==> config.mk <==
export PLATFORM = sky130hd
export DESIGN_NAME = cell_pattern_sequencer
export DESIGN_NICKNAME = d
export VERILOG_FILES = /design/src/rtl/image_proc_pkg.sv /design/src/rtl/cell_pixel_packer.sv /design/src/rtl/cell_pattern_sequencer.sv
export SDC_FILE = /design/constraint.sdc
export NUM_CORES = 1
export LEC_CHECK = 0
export ABC_AREA = 1
export BUFFER_PORTS_ARGS = -buffer_cell sky130_fd_sc_hd__buf_4
export CORE_AREA = 2 2 187 189
export DETAILED_ROUTE_END_ITERATION = 10
export DIE_AREA = 0 0 189 191
export SLEW_MARGIN = 20
export SYNTH_ARGS = -nofsm -noshare
export SYNTH_HDL_FRONTEND = slang
export SYNTH_SLANG_ARGS = --single-unit
==> constraint.sdc <==
create_clock -name SYSCLK -period 1.9 [get_ports SYSCLK]
set_clock_uncertainty 0.1 [all_clocks]
set_input_delay 0.475 -clock SYSCLK [delete_from_list [all_inputs] [get_ports SYSCLK]]
set_output_delay 0.475 -clock SYSCLK [all_outputs]
set_load 0.005 [all_outputs]
==> src/rtl/image_proc_pkg.sv <==
// Shared types and colour decoding for the cell pattern sequencer.
package image_proc_pkg;

    typedef logic [3:0] color_code_t;

    localparam color_code_t CODE_WHITE = 4'h0;
    localparam color_code_t CODE_BLACK = 4'h1;
    localparam color_code_t CODE_GRAY  = 4'h2;
    localparam color_code_t CODE_RED   = 4'h3;
    localparam color_code_t CODE_LIME  = 4'h4;
    localparam color_code_t CODE_BLUE  = 4'h5;

    localparam int unsigned MAX_CH_W = 32;

    typedef enum logic [1:0] {
        MODE_SINGLE = 2'b00,
        MODE_CONT   = 2'b01,
        MODE_WALK   = 2'b10,
        MODE_RSVD   = 2'b11
    } mode_t;

    typedef enum logic [1:0] {IDLE, ISSUE, WAIT, GAP} seq_state_t;

    // Result is {R,G,B} packed into the low 3*chW bits; callers truncate.
    function automatic logic [3*MAX_CH_W-1:0] color_lookup(input color_code_t code,
                                                           input int unsigned chW);
        logic [3*MAX_CH_W-1:0] full;
        logic [3*MAX_CH_W-1:0] msb;
        full = ~({(3*MAX_CH_W){1'b1}} << chW);
        msb  = full ^ (full >> 1);
        case (code)
            CODE_BLACK: color_lookup = '0;
            CODE_RED:   color_lookup = full << (2 * chW);
            CODE_LIME:  color_lookup = full << chW;
            CODE_BLUE:  color_lookup = full;
            CODE_GRAY:  color_lookup = (msb << (2 * chW)) | (msb << chW) | msb;
            default:    color_lookup = (full << (2 * chW)) | (full << chW) | full;
        endcase
    endfunction

endpackage

==> src/rtl/cell_pixel_packer.sv <==
// Expands per-cell colour codes into the flattened pixel bus, with optional walking pixel.
module cell_pixel_packer
    import image_proc_pkg::*;
#(
    parameter int unsigned NUM_CELLS = 2,
    parameter int unsigned PIXELS    = 9,
    parameter int unsigned CH_W      = 8,
    parameter int unsigned OFF_W     = 4
) (
    input  color_code_t                            codes [NUM_CELLS],
    input  logic [OFF_W-1:0]                       offset,
    input  logic                                   walk,
    output logic [NUM_CELLS*PIXELS*3*CH_W-1:0]     cellData
);

    localparam int unsigned PIX_W = 3 * CH_W;

    always_comb begin
        cellData = '0;
        for (int unsigned c = 0; c < NUM_CELLS; c++) begin
            for (int unsigned p = 0; p < PIXELS; p++) begin
                if (!walk || p == 32'(offset))
                    cellData[(c*PIXELS+p)*PIX_W +: PIX_W] = PIX_W'(color_lookup(codes[c], CH_W));
            end
        end
    end

endmodule

==> src/rtl/cell_pattern_sequencer.sv <==
// Colour-code register file plus issue FSM driving test cells into the cell processor.
module cell_pattern_sequencer
    import image_proc_pkg::*;
#(
    parameter int unsigned NUM_CELLS      = 2,
    parameter int unsigned PIXELS         = 9,
    parameter int unsigned CH_W           = 8,
    parameter int unsigned TIMEOUT_CYCLES = 1024,
    parameter int unsigned GAP_CYCLES     = 16
) (
    input  logic                                SYSCLK,
    input  logic                                RST,
    input  logic [15:0]                         DebouncedSwitches,
    input  logic                                LoadBtn,
    input  logic                                GoBtn,
    output logic [NUM_CELLS*PIXELS*3*CH_W-1:0]  CellData,
    output logic [3:0]                          Opcode,
    output logic                                OpValid,
    input  logic                                OpReady,
    input  logic                                ResultValid,
    output logic                                Busy,
    output logic [15:0]                         OpCount,
    output logic                                Timeout
);

    localparam int unsigned OFF_W   = (PIXELS > 1) ? $clog2(PIXELS) : 1;
    localparam int unsigned CNT_MAX = (TIMEOUT_CYCLES > GAP_CYCLES) ? TIMEOUT_CYCLES : GAP_CYCLES;
    localparam int unsigned CNT_W   = $clog2(CNT_MAX + 1);
    localparam logic [CNT_W-1:0] TIMEOUT_LAST = CNT_W'(TIMEOUT_CYCLES - 1);
    localparam logic [CNT_W-1:0] GAP_LAST     = CNT_W'(GAP_CYCLES - 1);
    localparam logic [OFF_W-1:0] OFF_LAST     = OFF_W'(PIXELS - 1);

    seq_state_t        state;
    color_code_t       codeReg    [NUM_CELLS];
    color_code_t       shadowCode [NUM_CELLS];
    mode_t             shadowMode;
    mode_t             liveMode;
    logic [OFF_W-1:0]  offset;
    logic [OFF_W-1:0]  shadowOffset;
    logic [CNT_W-1:0]  cnt;
    logic              loadSync, loadPrev, loadEdge;
    logic              goSync, goPrev, goEdge;
    logic              snapFromIdle, snapFromGap;
    logic              unusedSwBits;

    assign unusedSwBits = ^DebouncedSwitches[9:8];

    always_comb begin
        liveMode = mode_t'(DebouncedSwitches[11:10]);
        if (liveMode == MODE_RSVD)
            liveMode = MODE_SINGLE;
    end

    assign snapFromIdle = (state == IDLE) && goEdge;
    assign snapFromGap  = (state == GAP) && (cnt == GAP_LAST) && (liveMode != MODE_SINGLE);
    assign Busy         = (state != IDLE);

    always_ff @(posedge SYSCLK or negedge RST) begin
        if (!RST) begin
            state        <= IDLE;
            shadowMode   <= MODE_SINGLE;
            offset       <= '0;
            shadowOffset <= '0;
            cnt          <= '0;
            Opcode       <= '0;
            OpValid      <= 1'b0;
            OpCount      <= '0;
            Timeout      <= 1'b0;
            loadSync     <= 1'b0;
            loadPrev     <= 1'b0;
            loadEdge     <= 1'b0;
            goSync       <= 1'b0;
            goPrev       <= 1'b0;
            goEdge       <= 1'b0;
            for (int unsigned c = 0; c < NUM_CELLS; c++) begin
                codeReg[c]    <= CODE_WHITE;
                shadowCode[c] <= CODE_WHITE;
            end
        end else begin
            loadSync <= LoadBtn;
            loadPrev <= loadSync;
            loadEdge <= loadSync & ~loadPrev;
            goSync   <= GoBtn;
            goPrev   <= goSync;
            goEdge   <= goSync & ~goPrev;

            if (loadEdge) begin
                for (int unsigned c = 0; c < NUM_CELLS; c++)
                    if (32'(DebouncedSwitches[7:4]) == c)
                        codeReg[c] <= DebouncedSwitches[3:0];
            end

            // Snapshot reads codeReg before this cycle's load lands.
            if (snapFromIdle || snapFromGap) begin
                for (int unsigned c = 0; c < NUM_CELLS; c++)
                    shadowCode[c] <= codeReg[c];
                Opcode       <= DebouncedSwitches[15:12];
                shadowMode   <= liveMode;
                shadowOffset <= snapFromIdle ? '0 : offset;
            end

            case (state)
                IDLE: begin
                    if (goEdge) begin
                        offset  <= '0;
                        Timeout <= 1'b0;
                        OpValid <= 1'b1;
                        state   <= ISSUE;
                    end
                end
                ISSUE: begin
                    if (OpReady) begin
                        OpValid <= 1'b0;
                        cnt     <= '0;
                        state   <= WAIT;
                    end
                end
                WAIT: begin
                    if (ResultValid) begin
                        OpCount <= OpCount + 16'd1;
                        if (shadowMode == MODE_WALK)
                            offset <= (offset == OFF_LAST) ? '0 : offset + OFF_W'(1);
                        if (shadowMode == MODE_SINGLE) begin
                            state <= IDLE;
                        end else begin
                            cnt   <= '0;
                            state <= GAP;
                        end
                    end else if (cnt == TIMEOUT_LAST) begin
                        Timeout <= 1'b1;
                        state   <= IDLE;
                    end else begin
                        cnt <= cnt + CNT_W'(1);
                    end
                end
                GAP: begin
                    if (cnt == GAP_LAST) begin
                        if (liveMode == MODE_SINGLE) begin
                            state <= IDLE;
                        end else begin
                            OpValid <= 1'b1;
                            state   <= ISSUE;
                        end
                    end else begin
                        cnt <= cnt + CNT_W'(1);
                    end
                end
                default: state <= IDLE;
            endcase
        end
    end

    cell_pixel_packer #(
        .NUM_CELLS (NUM_CELLS),
        .PIXELS    (PIXELS),
        .CH_W      (CH_W),
        .OFF_W     (OFF_W)
    ) u_packer (
        .codes    (shadowCode),
        .offset   (shadowOffset),
        .walk     (shadowMode == MODE_WALK),
        .cellData (CellData)
    );

endmodule
# Word-level counts from Yosys, hierarchy flattened
# Cells that the tools add are included.
[classes] n_reduce_logical=32 muxes=50 n_addsub=3 eq_ne=39 bitwise=4
[ops] op="$mux 24" count=18
[ops] op="$pmux 24 s5" count=2
[ops] op="$mux 11" count=5
[ops] op="$pmux 11 s3" count=1
[ops] op="$mux 4" count=5
[ops] op="$add 16x1->16 const B" count=1
[ops] op="$eq 3x4->1 const A" count=4
[ops] op="$eq 4x2->1 const B" count=4
[ops] op="$eq 4x3->1 const B" count=4
[ops] op="$mux 2" count=7
[ops] op="$ne 2x2->1 const B" count=7
[ops] op="$eq 4x1->1 const B" count=3
[ops] op="$reduce_and 4->1" count=3
[ops] op="$add 11x1->11 const B" count=1
[ops] op="$eq 11x10->1 const B" count=1
[ops] op="$eq 11x4->1 const B" count=1
[ops] op="$logic_or 1x1->1" count=10
[ops] op="$reduce_and 5->1" count=2
[ops] op="$ne 3x3->1 const B" count=3
[ops] op="$eq 2x2->1 const B" count=4
[ops] op="$eq 2x4->1 const A" count=2
[ops] op="$logic_not 4->1" count=2
[ops] op="$mux 1" count=8
[ops] op="$pmux 2 s4" count=1
[ops] op="other kinds (17)" count=29
[totals] in_bits=22 out_inout_bits=455 register_bits=67

# Logic depth before layout (Yosys ltp)
# Gate-level depths: netlist (run 1).
[logic_depth] depth_word=6 mapped_depth=11 depth_no_buf=10

# Hierarchy
# A second synthesis (run 1) with hierarchy kept.
[hier_totals] cells_unflattened=989 hier_area_um2=6914.1
[by_module_without_submodules] mod="cell_pixel_packer" n_inst=1 cells_each=556 area_per_inst_um2=3514.6
[by_module_without_submodules] mod="cell_pattern_sequencer" n_inst=1 cells_each=433 area_per_inst_um2=3399.5

# Worst setup path before layout (run 1)
# Ideal clock, no wire load.
[synth_path] path_kind="register -> output" startpoint="reg shadowOffset[3]" endpoint="out CellData[169]" path_buffers=1 stages_incl_launch_ff=7 arrival_time_ns=1.588 t_required_ns=1.325 setup_slack_ns=-0.263 cell_sequence="dfrtp_1 > nor2_1 > inv_1 > o21ai_1 > clkinv_1 > nor2_1 > buf_4"
[synth_via] elab_chain_len=3
[synth_lines] item="start: declaration" line_no="cell_pattern_sequencer.sv:39" rtl="logic [OFF_W-1:0] shadowOffset;"
[synth_lines] item="start signal: assignment" line_no="cell_pattern_sequencer.sv:99" rtl="shadowOffset <= snapFromIdle ? '0 : offset;"
[synth_lines] item="$eq 3x4->1" line_no="cell_pixel_packer.sv:22" rtl="if (!walk || p == 32'(offset))"
[synth_lines] item="$logic_or 1x1->1" line_no="cell_pixel_packer.sv:22"
[synth_lines] item="$mux 24" line_no="cell_pixel_packer.sv:22"
[synth_lines] item="end: declaration" line_no="cell_pattern_sequencer.sv:16" rtl="output logic [NUM_CELLS*PIXELS*3*CH_W-1:0] CellData,"
# No other way between the ends.

# Final worst setup path (run 1)
[layout_path] startpoint="reg shadowCode[7] (netlist name)" endpoint="out CellData[174]"
[layout_via] elab_chain_len=3 elab_cells_between_ends=7
[layout_lines] item="start: declaration" line_no="cell_pattern_sequencer.sv:35" rtl="color_code_t shadowCode [NUM_CELLS];"
[layout_lines] item="start signal: indexed assignment" line_no="cell_pattern_sequencer.sv:96" rtl="shadowCode[c] <= codeReg[c];"
[layout_lines] item="$eq 4x2->1, or another cell as far along" line_no="image_proc_pkg.sv:31" rtl="case (code)"
[layout_lines] item="$pmux 24 s5 (*)" line_no="image_proc_pkg.sv:31"
[layout_lines] item="$mux 24 (*)" line_no="cell_pixel_packer.sv:22"
# Mark *: on every way between the ends. The rest lies on a longest branch, timed or not.

==> results of run 1 <==
==> flip-flops by register name, indices dropped and copies added, names as in the netlist <==
signal / flops
Timeout: 1
Opcode: 4
goPrev: 1
offset: 4
goSync: 1
state: 2
OpValid: 1
loadSync: 1
loadPrev: 1
OpCount: 16
shadowCode: 8
loadEdge: 1
cnt: 11
codeReg: 8
goEdge: 1
shadowMode: 2
shadowOffset: 4
==> timing repair <==
action | 4_1_cts | 5_1_grt
endpoints found under the setup margin | 432 | 450
cloned | 1 | 5
endpoints found under the hold margin | 17 | 0
hold buffers | 1 | 0
buffers inserted | 14 | 45
gates resized for setup | 184 | 390
pin swaps | 24 | 55
==> kinds of logic (layout without fill, tap and decap cells) <==
kind of cell,after synthesis,after routing,share of synthesized area (%)
compound gates,51,51,4.521
xor+xnor,13,13,1.707
fa+ha+maj,6,6,1.126
buf+inv,446,763,43.66
flops,67,67,25.14
simple gates,374,374,23.85
==> routing by layer <==
layer	share of wire (%)	vias up	wire length, microns
met1	41	3139	10870
li1	-	3215	-
met2	52	247	14070
met5	0	-	0
met3	6.1	17	1642
met4	0.88	0	235
==> worst max-delay path, delay by kind of cell (launching register included) <==
| kind | cells | cell delay [ps] |
|---|---|---|
| flops | 1 | 410 |
| simple gates | 3 | 200 |
| compound gates | 1 | 70 |
| buf+inv | 7 | 900 |
==> placed cells by master, fill, tap and decap left out, types with 4 or more instances in the layout <==
cell type | Yosys | final
a21oi_1 | 9 | 8
buf_12 | 0 | 34
buf_4 | 324 | 295
buf_6 | 2 | 294
clkbuf_16 | 0 | 14
clkinv_4 | 0 | 5
dfrtp_1 | 67 | 64
ha_1 | 6 | 6
inv_1 | 103 | 54
inv_2 | 10 | 30
inv_4 | 0 | 8
inv_6 | 0 | 9
inv_8 | 0 | 11
nand2_1 | 185 | 144
nand2_2 | 4 | 13
nand2_4 | 2 | 30
nand2_8 | 0 | 4
nand3_1 | 40 | 40
nand3b_1 | 4 | 4
nand4_1 | 6 | 6
nor2_1 | 111 | 54
nor2_2 | 7 | 22
nor2_4 | 1 | 43
nor3_1 | 9 | 8
o21ai_0 | 22 | 22
o21ai_4 | 0 | 6
xnor2_1 | 6 | 6
xor2_1 | 7 | 7
==> cell type report <==
type,count,area [sq um],area share [%]
clock buffer,9,225.2,1.821
clock inverter,7,77.57,0.6273
sequential,67,1680,13.59
inverter,115,591.8,4.786
multi-input combinational,444,2835,22.93
timing repair buffer,632,6386,51.64
tap,455,569.3,4.604
==> path summary, 6_finish.rpt <==
check,to,cells past startpoint
min in group asynchronous,Opcode[1],2
worst min-delay path,loadSync,1
worst max-delay path,CellData[174],11
max in group asynchronous,shadowOffset[1],3
worst max register to register,shadowOffset[1],8
worst min register to register,loadPrev,0
==> per-stage QoR <==
| step | utilization (%) | hold slack, ps |
|---|---|---|
| floorplan | - | 79.41 |
| global placement | 27.89 | 259.1 |
| detailed placement | 27.89 | 260.9 |
| CTS | 31.08 | 137.5 |
| global route | 36.24 | 138.4 |
| finish | 36.24 | 143.9 |
==> power by group <==
part | switching [mW] | internal, mW
Clock | 0.669 | 1.02
Combinational | 12.3 | 17.4
Sequential | 0.320 | 1.74
Total | 13.2 | 20.2
==> impl_metrics.json, run 1 <==
{
  "drive_gt1_share_pct": 66.33,
  "postRouteAntennaNets": 0,
  "hp-class": "input pin to register",
  "ioPinCount": 477,
  "hold_start": "LoadBtn",
  "top_usage_layer": "met2",
  "grt_use_met1_pct": 16.01,
  "fin_area_sq_um": 12370,
  "synth_ff_type": "dfrtp_1",
  "via_per_inst": 3.828,
  "vdd_drop_max_mv": 1.819,
  "synth_area_leader_cell": "buf_4",
  "tns_ps": -216840,
  "drc_errors": 0,
  "gp_congestion": 0.7987,
  "status": "complete, but fails checks",
  "violations": "negative setup slack",
  "tightest_slew_ps": 329.0,
  "ff2ff_setup_slack_ps": 120,
  "die_x_microns": 189,
  "timing.rr.start": "cnt[0]",
  "maxCapViolCount": 0,
  "yosysWarningCount": 0,
  "final_nets": 1297,
  "synth_top_area_share_pct": 36.47,
  "coreArea_sq_um": 34120,
  "setup.worst_path.class": "register to primary output",
  "grt_use_total_pct": 12.27,
  "clk_pin_slew_worst_paths_ps": 60,
  "wl_microns": 26820,
  "worstPathArrival_ps": 1930,
  "syn_inst": 957,
  "clk_latency_ps": 340,
  "cts_buffers": 9,
  "drtIter0Drc": 213,
  "worstPathRequired_ps": 1320,
  "setup_violations": 432,
  "wl_per_cell_microns": 15.51,
  "num_antenna_cells": 0,
  "fin_crit_sh_pct": 132.0,
  "min_period_ps": 2507,
  "ys_seq_elements": 67,
  "setup.worst_path.start": "shadowCode[7]",
  "dp_cells": 1657,
  "slew_viol_final": 0,
  "antenna_found_initial": 0,
  "dp_slack_ps": -299.2,
  "synthArstFlopShare_pct": 100.0,
  "synth-edff-count": 0,
  "clockBufferDepth": 2,
  "slew_headroom_pct": 77.99,
  "ys_seq_area_share_pct": 25.14,
  "crit_top_cell": "buf_6",
  "grt_max_degree": 41,
  "yosysMostFrequentCell": "buf_4",
  "synth.area.top_cells": "buf_4 (36%), dfrtp_1 (25%), nand2_1 (10%)",
  "start_util_pct": 19.55,
  "worstPathCellList": "buf_6 > nor2_4 > o21ai_2 > buf_4 > buf_4 > nand2_8 > buf_12 > buf_6 > nor2_4 > buf_6 > buf_6",
  "overflow": 0,
  "grt_first_pass_wirelength_microns": 34070,
  "num-fill-cells": 3426,
  "num_rows": 68,
  "grt_pass1_vias": 5685,
  "hold_viol": 0,
  "detail_route.first_pass.iterations": 4,
  "fp.dieH_microns": 191,
  "slowest_stage": "dfrtp_1",
  "synth_cell_types": 33,
  "critPathMaxStageDelay_ps": 410,
  "syn_nets": 985,
  "ys_top_cells_by_count": "buf_4 (324), nand2_1 (185), nor2_1 (111)",
  "die-area_sq_um": 36100,
  "met3_usage_pct": 2.019,
  "port_buffers": 474,
  "syn2layout_area_growth_pct": 85.42,
  "cts_tree": "done",
  "finalPower_mw": 33.44,
  "synth.avg_cell_area_sq_um": 6.969,
  "rsz0062_at_grt": "yes",
  "power_density_nw_per_um2": 2705,
  "cts_num_sinks": 67,
  "vias": 6618,
  "fmax_ghz": 0.3989,
  "crit_path_start_kind": "register",
  "met2_usage_pct": 21.26,
  "end_kind": "primary output",
  "htree_levels": 3,
  "placed_area_sq_um": 9517,
  "syn-cell-area_sq_um": 6669,
  "p_leak_nw": 6.240,
  "fin_cells": 1729,
  "worst_slack_ps": -607.1,
  "worstPathMaxFanout": 5,
  "cts-root-buf": "clkbuf_16",
  "hpwl_microns": 19360
}
Note: power is estimated with default switching activity, not from simulation.
==> run 2, diff against run 1 <==
--- a/config.mk
+++ b/config.mk
@@ -10,6 +10,7 @@
 export CORE_AREA = 2 2 187 189
 export DETAILED_ROUTE_END_ITERATION = 10
 export DIE_AREA = 0 0 189 191
+export PLACE_DENSITY = 0.5
 export SLEW_MARGIN = 20
 export SYNTH_ARGS = -nofsm -noshare
 export SYNTH_HDL_FRONTEND = slang
==> impl_metrics.json, run 2 (synthesis gave the netlist of run 1 again) <==
{
  "rr_worst_depth": 9,
  "dp_slack_ps": -421.3,
  "violations": "negative setup slack",
  "grt_first_pass_wirelength_microns": 35240,
  "syn2layout_area_growth_pct": 81.67,
  "placed_area_sq_um": 9351,
  "detail_route.first_pass.iterations": 4,
  "dp_cells": 1645,
  "multi_input_area_sq_um": 2937,
  "coreArea_sq_um": 34120,
  "htree_levels": 3,
  "wl_microns": 25810,
  "fin_area_sq_um": 12120,
  "setup_violations": 432,
  "wl_per_cell_microns": 15.15,
  "clockBufferDepth": 2,
  "grt_max_degree": 68,
  "die-area_sq_um": 36100,
  "fin_cells": 1704,
  "cp-endpoint": "CellData[103]",
  "vias": 6430,
  "final_nets": 1271,
  "antenna_found_initial": 0,
  "cts_tree": "done",
  "fp.dieH_microns": 191,
  "rsz0062_at_grt": "yes",
  "timing.rr.start": "cnt[0]",
  "final_common_cell": "buf_4",
  "worstPathMaxFanout": 5,
  "gp_congestion": 0.7955,
  "p_leak_nw": 6.094,
  "setup.worst_path.start": "shadowCode[7]",
  "r2r_end": "cnt[9]",
  "start_util_pct": 19.55,
  "clk_latency_ps": 330,
  "die_x_microns": 189,
  "postRouteAntennaNets": 0,
  "hold_viol": 0,
  "regArea_sq_um": 1678,
  "grt_pass1_vias": 5704,
  "cts_num_sinks": 67,
  "fmax_ghz": 0.4001,
  "min_period_ps": 2500,
  "drive_gt1_share_pct": 66.99,
  "drc_errors": 0,
  "worstPathRequired_ps": 1320,
  "ioPinCount": 477,
  "slew_headroom_pct": 75.33,
  "num_rows": 68,
  "power_density_nw_per_um2": 2694,
  "clk_pin_slew_worst_paths_ps": 60,
  "tns_ps": -193890,
  "via_per_inst": 3.773,
  "cts-root-buf": "clkbuf_16",
  "fin_util_pct": 35.51,
  "worstPathArrival_ps": 1920,
  "vdd_drop_max_mv": 1.831,
  "worst_slack_ps": -599.5,
  "ff2ff_setup_slack_ps": 150,
  "cts_buffers": 9,
  "final_cell_mix": "buf_4 (302), buf_6 (268), nand2_1 (135)",
  "top_regs": "OpCount (16), cnt (11)",
  "end_kind": "primary output",
  "fin_crit_sh_pct": 131.6,
  "num-fill-cells": 3494,
  "regMostFlops": "OpCount",
  "tightest_slew_ps": 370.0,
  "hpwl_microns": 19920,
  "largest_reg_flops": 16,
  "crit_path_start_kind": "register",
  "slew_viol_final": 0,
  "maxCapViolCount": 0,
  "hp-class": "input pin to asynchronous set/reset pin",
  "grt_use_total_pct": 12.61,
  "status": "complete, but fails checks",
  "port_buffers": 474,
  "setup.worst_path.class": "register to primary output",
  "drtIter0Drc": 161,
  "overflow": 0
}
run 2: cell types whose count changed in the layout (fill, tap and decap cells not counted), sizes merged:
cell	delta
bufinv	+1
buf	-21
dlygate4sd3	-1
clkbuf	-4
diode	+1
clkinvlp	-1
run 2: what timing repair did:
item / 4_1_cts / 5_1_grt
setup buffers: 18 / 31
gates cloned: 1 / 1
endpoints found under the setup margin: 432 / 444
pin swaps: 22 / 42
hold buffers: 0 / 0
endpoints found under the hold margin: 0 / 0
gates resized for setup: 236 / 363
run 2: worst min path at each step:
stage	start	to
2_1_floorplan	RST	OpCount[0]
3_3_place_gp	goSync	goPrev
3_5_place_dp	goSync	goPrev
4_1_cts	RST	loadSync
5_1_grt	RST	loadSync
6_report	RST	Opcode[1]
run 2: layer usage:
metal	routed length (microns)	share of wire, %	GRT usage [%]	up-vias
li1	-	-	-	3166
met1	10840	42	16.55	3055
met2	13460	52	21.79	200
met3	1412	5.5	2.460	9
met4	91	0.35	1.773	0
met5	0	0	0	-
run 2: through the flow:
stage / total power, mW / hold WS [ps]
2_1_floorplan: 15.24 / 79.41
3_3_place_gp: 23.43 / 257.3
3_5_place_dp: 23.48 / 268.8
4_1_cts: 28.51 / 53.94
5_1_grt: 34.60 / 62.01
6_report: 32.63 / 26.48
run 2: area by class of cell:
type / count / share of cell area, %
Multi-Input combinational cell: 444 / 24.24
Clock buffer: 9 / 1.859
Timing Repair Buffer: 606 / 49.49
Antenna cell: 1 / 0.02065
Clock inverter: 7 / 0.8262
Inverter: 115 / 5.019
Tap cell: 455 / 4.699
Sequential cell: 67 / 13.85
run 2: where the power goes:
part           internal, mW  leakage, nW  total [mW]  switching [mW]
combinational          16.6         5.05        28.8            12.1
clock                  1.16        0.160        1.81           0.654
sequential             1.74        0.881        2.06           0.322
run 2: worst max-delay path: stages (launching register included):
cell	delay [ps]
dfrtp_1	420
nand3b_1	220
nor2_1	160
inv_2	90
buf_6	130
a21oi_4	210
buf_12	180
nor2_2	40
buf_4	130
